### config.mk
export PLATFORM = sky130hd
export DESIGN_NAME = fetch_entry_queue_flat
export DESIGN_NICKNAME = d
export VERILOG_FILES = /design/src/rtl/fetch_entry_queue_if.sv /design/src/rtl/fetch_entry_queue.sv /design/src/flat_wrapper.sv
export SDC_FILE = /design/constraint.sdc
export NUM_CORES = 1
export LEC_CHECK = 0
export ABC_AREA = 1
export CAP_MARGIN = 20
export CORE_ASPECT_RATIO = 0.6
export CORE_MARGIN = 4
export CORE_UTILIZATION = 35
export DETAILED_ROUTE_END_ITERATION = 10
export RECOVER_POWER = 50
export SLEW_MARGIN = 20
export SYNTH_ARGS = -nofsm -noshare
export SYNTH_HDL_FRONTEND = slang
export SYNTH_SLANG_ARGS = --single-unit
### constraint.sdc
create_clock -name clk_i -period 10.75 [get_ports clk_i]
set_input_delay 2.6875 -clock clk_i [delete_from_list [all_inputs] [get_ports clk_i]]
set_output_delay 2.6875 -clock clk_i [all_outputs]
set_load 0.01 [all_outputs]
### src/rtl/fetch_entry_queue_if.sv
// Handshake bundle between the fetch stage, the fetch entry queue and decode.
// The queue side uses the slave modport; the fetch/decode side uses master.
interface fetch_entry_queue_if #(
  parameter int unsigned DEPTH = 4
);
  localparam int unsigned CNT_W = $clog2(DEPTH) + 1;

  logic              flush_i;
  logic              push_valid_i;
  logic              push_ready_o;
  logic [63:0]       push_addr_i;
  logic [31:0]       push_instr_i;
  logic              push_bp_valid_i;
  logic [63:0]       push_bp_target_i;
  logic              push_ex_valid_i;
  logic [63:0]       push_ex_cause_i;
  logic [63:0]       fetch_entry_addr_o;
  logic [31:0]       fetch_entry_instr_o;
  logic              fetch_entry_bp_valid_o;
  logic [63:0]       fetch_entry_bp_target_o;
  logic              fetch_entry_ex_valid_o;
  logic [63:0]       fetch_entry_ex_cause_o;
  logic              fetch_entry_valid_o;
  logic              fetch_ack_i;
  logic [CNT_W-1:0]  usage_o;

  modport slave (
    input  flush_i, push_valid_i, push_addr_i, push_instr_i, push_bp_valid_i,
           push_bp_target_i, push_ex_valid_i, push_ex_cause_i, fetch_ack_i,
    output push_ready_o, fetch_entry_addr_o, fetch_entry_instr_o,
           fetch_entry_bp_valid_o, fetch_entry_bp_target_o,
           fetch_entry_ex_valid_o, fetch_entry_ex_cause_o,
           fetch_entry_valid_o, usage_o
  );

  modport master (
    output flush_i, push_valid_i, push_addr_i, push_instr_i, push_bp_valid_i,
           push_bp_target_i, push_ex_valid_i, push_ex_cause_i, fetch_ack_i,
    input  push_ready_o, fetch_entry_addr_o, fetch_entry_instr_o,
           fetch_entry_bp_valid_o, fetch_entry_bp_target_o,
           fetch_entry_ex_valid_o, fetch_entry_ex_cause_o,
           fetch_entry_valid_o, usage_o
  );
endinterface

### src/rtl/fetch_entry_queue.sv
// Circular queue of fetched instruction entries between fetch and decode.
// Head fields come straight from storage; a pushed entry appears one cycle later.
module fetch_entry_queue #(
  parameter int unsigned DEPTH = 4
) (
  input  logic               clk_i,
  input  logic               rst_i,
  fetch_entry_queue_if.slave q
);
  localparam int unsigned PTR_W = $clog2(DEPTH);
  localparam int unsigned CNT_W = PTR_W + 1;
  localparam logic [CNT_W-1:0] FULL = CNT_W'(DEPTH);

  typedef struct packed {
    logic [63:0] addr;
    logic [31:0] instr;
    logic        bp_valid;
    logic [63:0] bp_target;
    logic        ex_valid;
    logic [63:0] ex_cause;
  } entry_t;

  entry_t           mem [DEPTH];
  entry_t           push_entry;
  entry_t           head_entry;

  logic [PTR_W-1:0] rd_ptr_reg, rd_ptr_next;
  logic [PTR_W-1:0] wr_ptr_reg, wr_ptr_next;
  logic [CNT_W-1:0] cnt_reg, cnt_next;
  logic             push_fire;
  logic             pop_fire;

  // Handshake qualifiers depend on registered count only, never on ack.
  assign push_fire = q.push_valid_i && (cnt_reg != FULL);
  assign pop_fire  = q.fetch_ack_i && (cnt_reg != '0);

  assign push_entry = '{
    addr:      q.push_addr_i,
    instr:     q.push_instr_i,
    bp_valid:  q.push_bp_valid_i,
    bp_target: q.push_bp_target_i,
    ex_valid:  q.push_ex_valid_i,
    ex_cause:  q.push_ex_cause_i
  };

  always_comb begin
    rd_ptr_next = rd_ptr_reg;
    wr_ptr_next = wr_ptr_reg;
    cnt_next    = cnt_reg;
    if (q.flush_i) begin
      rd_ptr_next = '0;
      wr_ptr_next = '0;
      cnt_next    = '0;
    end else begin
      if (push_fire) wr_ptr_next = wr_ptr_reg + PTR_W'(1);
      if (pop_fire)  rd_ptr_next = rd_ptr_reg + PTR_W'(1);
      case ({push_fire, pop_fire})
        2'b10:   cnt_next = cnt_reg + CNT_W'(1);
        2'b01:   cnt_next = cnt_reg - CNT_W'(1);
        default: cnt_next = cnt_reg;
      endcase
    end
  end

  always_ff @(posedge clk_i or posedge rst_i) begin
    if (rst_i) begin
      rd_ptr_reg <= '0;
      wr_ptr_reg <= '0;
      cnt_reg    <= '0;
    end else begin
      rd_ptr_reg <= rd_ptr_next;
      wr_ptr_reg <= wr_ptr_next;
      cnt_reg    <= cnt_next;
    end
  end

  // Storage is left unreset; a flushed push must not land in a slot.
  always_ff @(posedge clk_i) begin
    if (push_fire && !q.flush_i) begin
      mem[wr_ptr_reg] <= push_entry;
    end
  end

  assign head_entry = mem[rd_ptr_reg];

  assign q.push_ready_o            = (cnt_reg != FULL);
  assign q.fetch_entry_valid_o     = (cnt_reg != '0);
  assign q.usage_o                 = cnt_reg;
  assign q.fetch_entry_addr_o      = head_entry.addr;
  assign q.fetch_entry_instr_o     = head_entry.instr;
  assign q.fetch_entry_bp_valid_o  = head_entry.bp_valid;
  assign q.fetch_entry_bp_target_o = head_entry.bp_target;
  assign q.fetch_entry_ex_valid_o  = head_entry.ex_valid;
  assign q.fetch_entry_ex_cause_o  = head_entry.ex_cause;
endmodule

### src/flat_wrapper.sv
// flat-port wrapper written by rule: the top's interface ports become plain ports
module fetch_entry_queue_flat 
#(
  parameter int unsigned DEPTH = 4
)
  (clk_i, rst_i, q_flush_i, q_push_valid_i, q_push_addr_i, q_push_instr_i, q_push_bp_valid_i, q_push_bp_target_i, q_push_ex_valid_i, q_push_ex_cause_i, q_fetch_ack_i, q_push_ready_o, q_fetch_entry_addr_o, q_fetch_entry_instr_o, q_fetch_entry_bp_valid_o, q_fetch_entry_bp_target_o, q_fetch_entry_ex_valid_o, q_fetch_entry_ex_cause_o, q_fetch_entry_valid_o, q_usage_o);
  fetch_entry_queue_if #(.DEPTH(DEPTH)) q_i ();
  input  logic clk_i;
  input  logic rst_i;
  input wire logic [$bits(q_i.flush_i)-1:0] q_flush_i;
  input wire logic [$bits(q_i.push_valid_i)-1:0] q_push_valid_i;
  input wire logic [$bits(q_i.push_addr_i)-1:0] q_push_addr_i;
  input wire logic [$bits(q_i.push_instr_i)-1:0] q_push_instr_i;
  input wire logic [$bits(q_i.push_bp_valid_i)-1:0] q_push_bp_valid_i;
  input wire logic [$bits(q_i.push_bp_target_i)-1:0] q_push_bp_target_i;
  input wire logic [$bits(q_i.push_ex_valid_i)-1:0] q_push_ex_valid_i;
  input wire logic [$bits(q_i.push_ex_cause_i)-1:0] q_push_ex_cause_i;
  input wire logic [$bits(q_i.fetch_ack_i)-1:0] q_fetch_ack_i;
  output wire logic [$bits(q_i.push_ready_o)-1:0] q_push_ready_o;
  output wire logic [$bits(q_i.fetch_entry_addr_o)-1:0] q_fetch_entry_addr_o;
  output wire logic [$bits(q_i.fetch_entry_instr_o)-1:0] q_fetch_entry_instr_o;
  output wire logic [$bits(q_i.fetch_entry_bp_valid_o)-1:0] q_fetch_entry_bp_valid_o;
  output wire logic [$bits(q_i.fetch_entry_bp_target_o)-1:0] q_fetch_entry_bp_target_o;
  output wire logic [$bits(q_i.fetch_entry_ex_valid_o)-1:0] q_fetch_entry_ex_valid_o;
  output wire logic [$bits(q_i.fetch_entry_ex_cause_o)-1:0] q_fetch_entry_ex_cause_o;
  output wire logic [$bits(q_i.fetch_entry_valid_o)-1:0] q_fetch_entry_valid_o;
  output wire logic [$bits(q_i.usage_o)-1:0] q_usage_o;
  assign q_i.flush_i = q_flush_i;
  assign q_i.push_valid_i = q_push_valid_i;
  assign q_i.push_addr_i = q_push_addr_i;
  assign q_i.push_instr_i = q_push_instr_i;
  assign q_i.push_bp_valid_i = q_push_bp_valid_i;
  assign q_i.push_bp_target_i = q_push_bp_target_i;
  assign q_i.push_ex_valid_i = q_push_ex_valid_i;
  assign q_i.push_ex_cause_i = q_push_ex_cause_i;
  assign q_i.fetch_ack_i = q_fetch_ack_i;
  assign q_push_ready_o = q_i.push_ready_o;
  assign q_fetch_entry_addr_o = q_i.fetch_entry_addr_o;
  assign q_fetch_entry_instr_o = q_i.fetch_entry_instr_o;
  assign q_fetch_entry_bp_valid_o = q_i.fetch_entry_bp_valid_o;
  assign q_fetch_entry_bp_target_o = q_i.fetch_entry_bp_target_o;
  assign q_fetch_entry_ex_valid_o = q_i.fetch_entry_ex_valid_o;
  assign q_fetch_entry_ex_cause_o = q_i.fetch_entry_ex_cause_o;
  assign q_fetch_entry_valid_o = q_i.fetch_entry_valid_o;
  assign q_usage_o = q_i.usage_o;
  fetch_entry_queue #(.DEPTH(DEPTH)) u_core (.clk_i(clk_i), .rst_i(rst_i), .q(q_i));
endmodule
### Yosys cells after proc, flatten, opt, wreduce, memory -nomap -nowiden

Memories as Yosys holds them, arrays and structs flattened.
Cells that the tools add are included.

| storage, ports and cells | value |
|---|---|
| register bits after elaboration | 7 |
| bits in writable memories | 904 |
| input port bits | 231 |
| output and inout bits | 231 |
| word-level logic and storage cells | 27 |
| memories kept | 1 |

Memory list:

| memory | words | width | rd ports | clocked after memory_dff | wr ports | line | RTL |
|---|---|---|---|---|---|---|---|
| u_core.mem | 4 | 226 | 1 | 0 | 1 | fetch_entry_queue.sv:23 | `entry_t mem [DEPTH];` |

| cells by class | value |
|---|---|
| $add $sub $neg | 4 |
| eq/ne operators | 3 |
| mux-type cells | 8 |
| reductions and logical operators | 8 |

Operators with widths:

| operator | number |
|---|---|
| $mux W2 | 4 |
| $pmux W3 S2 | 1 |
| $reduce_bool A3 Y1 | 2 |
| $add A2 B1 Y2 const B | 2 |
| $reduce_bool A2 Y1 | 2 |
| $add A3 B1 Y3 const B | 1 |
| $logic_and A1 B1 Y1 | 3 |
| $mux W3 | 1 |
| $ne A3 B3 Y1 const B | 1 |
| $sub A3 B1 Y3 const B | 1 |
| $eq A2 B1 Y1 const B | 1 |
| $eq A2 B2 Y1 const B | 1 |
| $mux W1 | 2 |
| $logic_not A1 Y1 | 1 |

### Depth between registers and ports, before layout

| logic depth | value |
|---|---|
| word-level depth | 5 |
| mapped depth | 12 |
| gate-level depth less buffers | 12 |

### Worst setup path before layout

No wires, ideal clock.

| timing path | value |
|---|---|
| path type | in2reg |
| start | input port q_push_valid_i |
| end | memory u_core.mem[0][0] (netlist name) (enable) |
| data arrival time | 12.341 ns |
| data required time | 9.934 ns |
| slack | -2.407 ns |
| stages on the path | 4 |
| path through | nand2_1 > inv_1 > nand2_1 > nor2_1 |

| on the way | value |
|---|---|
| cells in the longest elaborated chain, start to end | 4 |

Ends and longest elaborated chain:

| item | line | RTL |
|---|---|---|
| start: declaration | flat_wrapper.sv:11 | `input wire logic [$bits(q_i.push_valid_i)-1:0] q_push_valid_i;` |
| $logic_and A1 B1 Y1 | fetch_entry_queue.sv:34 | `assign push_fire = q.push_valid_i && (cnt_reg != FULL);` |
| $logic_and A1 B1 Y1 | fetch_entry_queue.sv:79 | `if (push_fire && !q.flush_i) begin` |
| $mux W1 | fetch_entry_queue.sv:79 |  |
| $mux W1 (implied by the code) | fetch_entry_queue.sv:80 | `mem[wr_ptr_reg] <= push_entry;` |
| end: declaration | fetch_entry_queue.sv:23 |  |

No other way between the ends.

### Final worst setup path

| timing path | value |
|---|---|
| start | input port q_flush_i |
| end | memory u_core.mem[1][115] (netlist name) (enable) |

| on the way | value |
|---|---|
| cells in the longest elaborated chain, start to end | 4 |

Ends and longest elaborated chain:

| item | line | RTL |
|---|---|---|
| start: declaration | flat_wrapper.sv:10 | `input wire logic [$bits(q_i.flush_i)-1:0] q_flush_i;` |
| $logic_not A1 Y1 | fetch_entry_queue.sv:79 |  |
| $logic_and A1 B1 Y1 | fetch_entry_queue.sv:79 |  |
| $mux W1 | fetch_entry_queue.sv:79 |  |
| $mux W1 (implied by the code) | fetch_entry_queue.sv:80 |  |

No other way between the ends.

==> results summary <==
In this run the most critical hold path is launched from u_core.q.usage_o[1]. The final route contains roughly 20,000 vias. The placed instances occupy a cell area of between 30,000 and 40,000 um^2. The register-to-register path setup slack is 5.00 ns. The compound-gate portion of the synthesized area came out at ~11%. The worst hold path passes through 2 cells. The largest total area in the synthesized netlist belongs to sky130_fd_sc_hd__edfxtp_1. After Yosys synthesis, and, or, nand and nor cells account for around 5.4% of the synthesized area. The detailed placement HPWL is approximately 46,000 um. The initial antenna violation count is 26. The cell area after technology mapping is roughly 34,000 um^2.

In the routed layout, each cell is associated on average with a via count of about 5. Clock tree synthesis selected as its root buffer the cell sky130_fd_sc_hd__clkbuf_16. The area growth from synthesis to layout is 25.2%.

After synthesis, the largest family of logic cells by area is compound AO/OA/AOI/OAI gates. The total DRC errors in the routed layout is 0. The final cell utilization of the core is roughly 45%. For the worst setup path, the data arrival time is between 7 and 8 ns. The post-layout instance area is approximately 42,000 um^2. Entering global routing, the biggest net connects 224 pins.

The violation count after the first detailed-routing iteration came out at approximately 1,200. Sorting the synthesized cells by area gives the leading types as sky130_fd_sc_hd__edfxtp_1 81%, sky130_fd_sc_hd__o21ai_0 6.7%, sky130_fd_sc_hd__nor2_1 5.1%. In this run the worst path has a maximum fanout of between 150 and 200. For the pin with the worst max-slew slack, the measured transition is between 4 and 5 ns. The number of endpoints with negative hold slack in the final report came to 0.

In this run the critical register-to-register path is captured at u_core.mem[1][115]. After Yosys synthesis, XOR and XNOR cells account for 0.0260% of the synthesized area. The wire length of the first global-routing pass came out at approximately 120,000 um. The global placer's final weighted congestion is approximately 0.72. The cell leakage power came out at 13.6 nW. STA classifies the critical path endpoint as a flip-flop. The flow ran to the end, but the final reports show violations. Hold repair after CTS inserted 0 buffers. The floorplan step set the die width to approximately 400 um. More flip-flops sit in one register than any other, and that register is u_core.mem. The share of the Yosys chip area taken by registers is around four fifths.

The via count of the first global-routing pass is a little over 20,000. A synthesized cell averages about 15 um^2. The final critical-path share of the clock period came out at a little over 70%.

Setup violations remaining at the end of the flow were counted as 0. Clock skew on the completed layout was measured at between 0.02 and 0.025 ns. Dividing the detail-routed wire length by the instance count gives 20.8 um.

Across all hold checks on the routed design, the worst slack comes to between 0.5 and 0.6 ns. After layout, the worst setup slack is approximately 3.1 ns. The path type of the worst min-delay path is flip-flop to flip-flop. Once detail routing completed, the nets flagged for antenna violations numbered 0. In this run the power density over the cells is roughly 230 nW/um^2. The die span in y is around 250 um. The initial utilization of the core area, before any placement, comes to between 30 and 40%. The register cell area after layout came out at roughly 27,000 um^2. Setup repair after global routing left no endpoint under its margin. In the final timing run, aggregate negative setup slack is 0 ns. The final reports fail on capacitance limit, slew limit. The origin of the critical flop-to-flop path is u_core.q.usage_o[0]. For this design, the sink count on the clock tree is ~910. The row count came out at a little under 90. The latest clock arrival within the worst-skew pair is around 0.66 ns. The synthesized net count is 2,485. The worst setup path is launched from an input port.

After synthesis, the share of cell area in mux cells is 0%. The critical path is of the input port to flip-flop type. The smallest clock period supported by the final layout is computed as approximately 7.6 ns.

The depth of the worst register-to-register path is 7. The total of buffers placed on input and output ports came out at approximately 460. The gate count after technology mapping came out at 2,249. The total routed wirelength came out at between 80,000 and 90,000 um. The ratio of cells with drive above 1 in the final layout came out at approximately 5.2%. The total routing usage reported by global routing is between 10% and 20%. ~460 I/O pins were placed. The quantity of gates resized following cts came out at 0.

The fraction of the mapped netlist area in adder cells came out at less than 1%. The maximum clock rate came out at between 100 and 150 MHz. The clock buffer count from CTS is 85. The core region is approximately 95,000 um^2. The total congestion overflow is 0.

The multi-input logic area came out at ~5600 um^2. The CTS H-tree depth came out at 3. The count of TritonRoute iterations in the first routing pass is 5.

The reported max-cap violation count came out at 2. Counting along the longest clock path gives a buffer depth of 3. The Yosys step of the flow raised 0 warnings. The clock transition at the registers of the reported paths is 0.06 ns.

The number of synthesized register bits is about 910. The die covers between 100,000 and 150,000 um^2. STA puts the critical path data required time at about 11 ns.

Yosys mapped the design onto 20 distinct sky130hd cell types. The final max-slew violation count is ~200. The number of flip-flops under the largest register name is 904. The worst setup timing slack at the placement stage is slightly above 4 ns. The final net count came out at a little under 3,000.

The filler cell count in the final layout came out at about 8,000. The number of buffers inserted to repair setup after CTS came out at 0. The TritonCTS clock tree is built. The worst voltage drop across the vdd grid came out at 0.000167 V. Measured against its own limit, the worst slew margin works out to -220%. Of the post-synthesis cell area, the dominant cell type holds 80.6%. The path with the worst hold slack has its endpoint at u_core.q.usage_o[1].
-- Yosys cell counts, drive strengths merged --
| cell type | n |
|---|---|
| inv | 14 |
| edfxtp | 904 |
| clkinv | 1 |
| a21oi | 3 |
| clkbuf | 105 |
| fa | 1 |
| o21ai | 455 |
| nand3b | 1 |
| nand2 | 19 |
| dfrtp | 7 |
| xnor2 | 1 |
| o22ai | 226 |
| nand3 | 5 |
| ha | 4 |
| buf | 45 |
| nor2 | 458 |
-- metrics by stage --
| step | cells | total power, mW |
|---|---|---|
| after CTS | 3981 | 9.70 |
| final | 4000 | 9.54 |
| after detailed placement | 3826 | 6.71 |
| after global routing | 3990 | 10.0 |
| after global placement | 3826 | 6.66 |
| after floorplan | 2249 | 5.46 |
-- worst max path at each step --
| stage | startpoint | end | slack (ns) | cells past startpoint |
|---|---|---|---|---|
| floorplan | q_push_valid_i | u_core.mem[0][0] | -2.41 | 4 |
| global placement | u_core.rd_ptr_reg[0] | q_fetch_entry_addr_o[13] | 3.95 | 5 |
| detailed placement | u_core.rd_ptr_reg[0] | q_fetch_entry_addr_o[13] | 4.03 | 5 |
| CTS | u_core.rd_ptr_reg[0] | q_fetch_entry_addr_o[13] | 3.30 | 5 |
| global route | q_flush_i | u_core.mem[1][159] | 2.70 | 5 |
| finish | q_flush_i | u_core.mem[1][115] | 3.11 | 5 |
-- report_power, final --
| part | switching [mW] | total, mW | internal, mW |
|---|---|---|---|
| combinational | 1.39 | 2.40 | 1.01 |
| clock | 1.29 | 2.95 | 1.66 |
| sequential | 0.0792 | 4.19 | 4.11 |
-- cell type report --
class                           count  area share, %
Inverter                           15          0.163
Tap cell                         1246           3.70
Sequential cell                   911           64.8
Timing Repair Buffer              481           11.4
Antenna cell                       19          0.113
Clock buffer                      105           5.32
Clock inverter                     50           1.18
Multi-Input combinational cell   1173           13.3
-- worst max-delay path: stages --
cell                            delay (ns)
sky130_fd_sc_hd__dlygate4sd3_1        0.55
sky130_fd_sc_hd__clkinv_1             0.15
sky130_fd_sc_hd__nand2_1              0.13
sky130_fd_sc_hd__nor2_1               0.69
sky130_fd_sc_hd__clkbuf_2             3.40
-- layer usage --
metal	GRT usage (%)	share of wire, %	up-vias
met5	0	0.11	-
met4	4.85	2.5	14
met3	4.08	5.9	135
met2	26.7	50	478
met1	20.1	42	10315
li1	-	-	9403
-- cell usage in the layout (no fill, tap or decap), types with 18 or more instances in the layout --
| cell type | count |
|---|---|
| sky130_fd_sc_hd__clkbuf_1 | 18 |
| sky130_fd_sc_hd__clkbuf_16 | 86 |
| sky130_fd_sc_hd__clkdlybuf4s50_1 | 229 |
| sky130_fd_sc_hd__clkinv_1 | 21 |
| sky130_fd_sc_hd__diode_2 | 19 |
| sky130_fd_sc_hd__dlygate4sd3_1 | 232 |
| sky130_fd_sc_hd__edfxtp_1 | 904 |
| sky130_fd_sc_hd__nand2_1 | 19 |
| sky130_fd_sc_hd__nor2_1 | 458 |
| sky130_fd_sc_hd__o21ai_0 | 454 |
| sky130_fd_sc_hd__o22ai_1 | 226 |
-- kinds of logic (layout without fill, tap and decap cells) --
logic type | count (synthesis) | count (layout)
adders and majority gates | 5 | 5
and+or+nand+nor | 483 | 483
DFF | 911 | 911
xor gates and xnor gates | 1 | 1
buffers and inverters | 165 | 651
other | 0 | 19
AOI/OAI and AO/OA | 684 | 684
No activity file was read; power rests on OpenSTA's default activity.
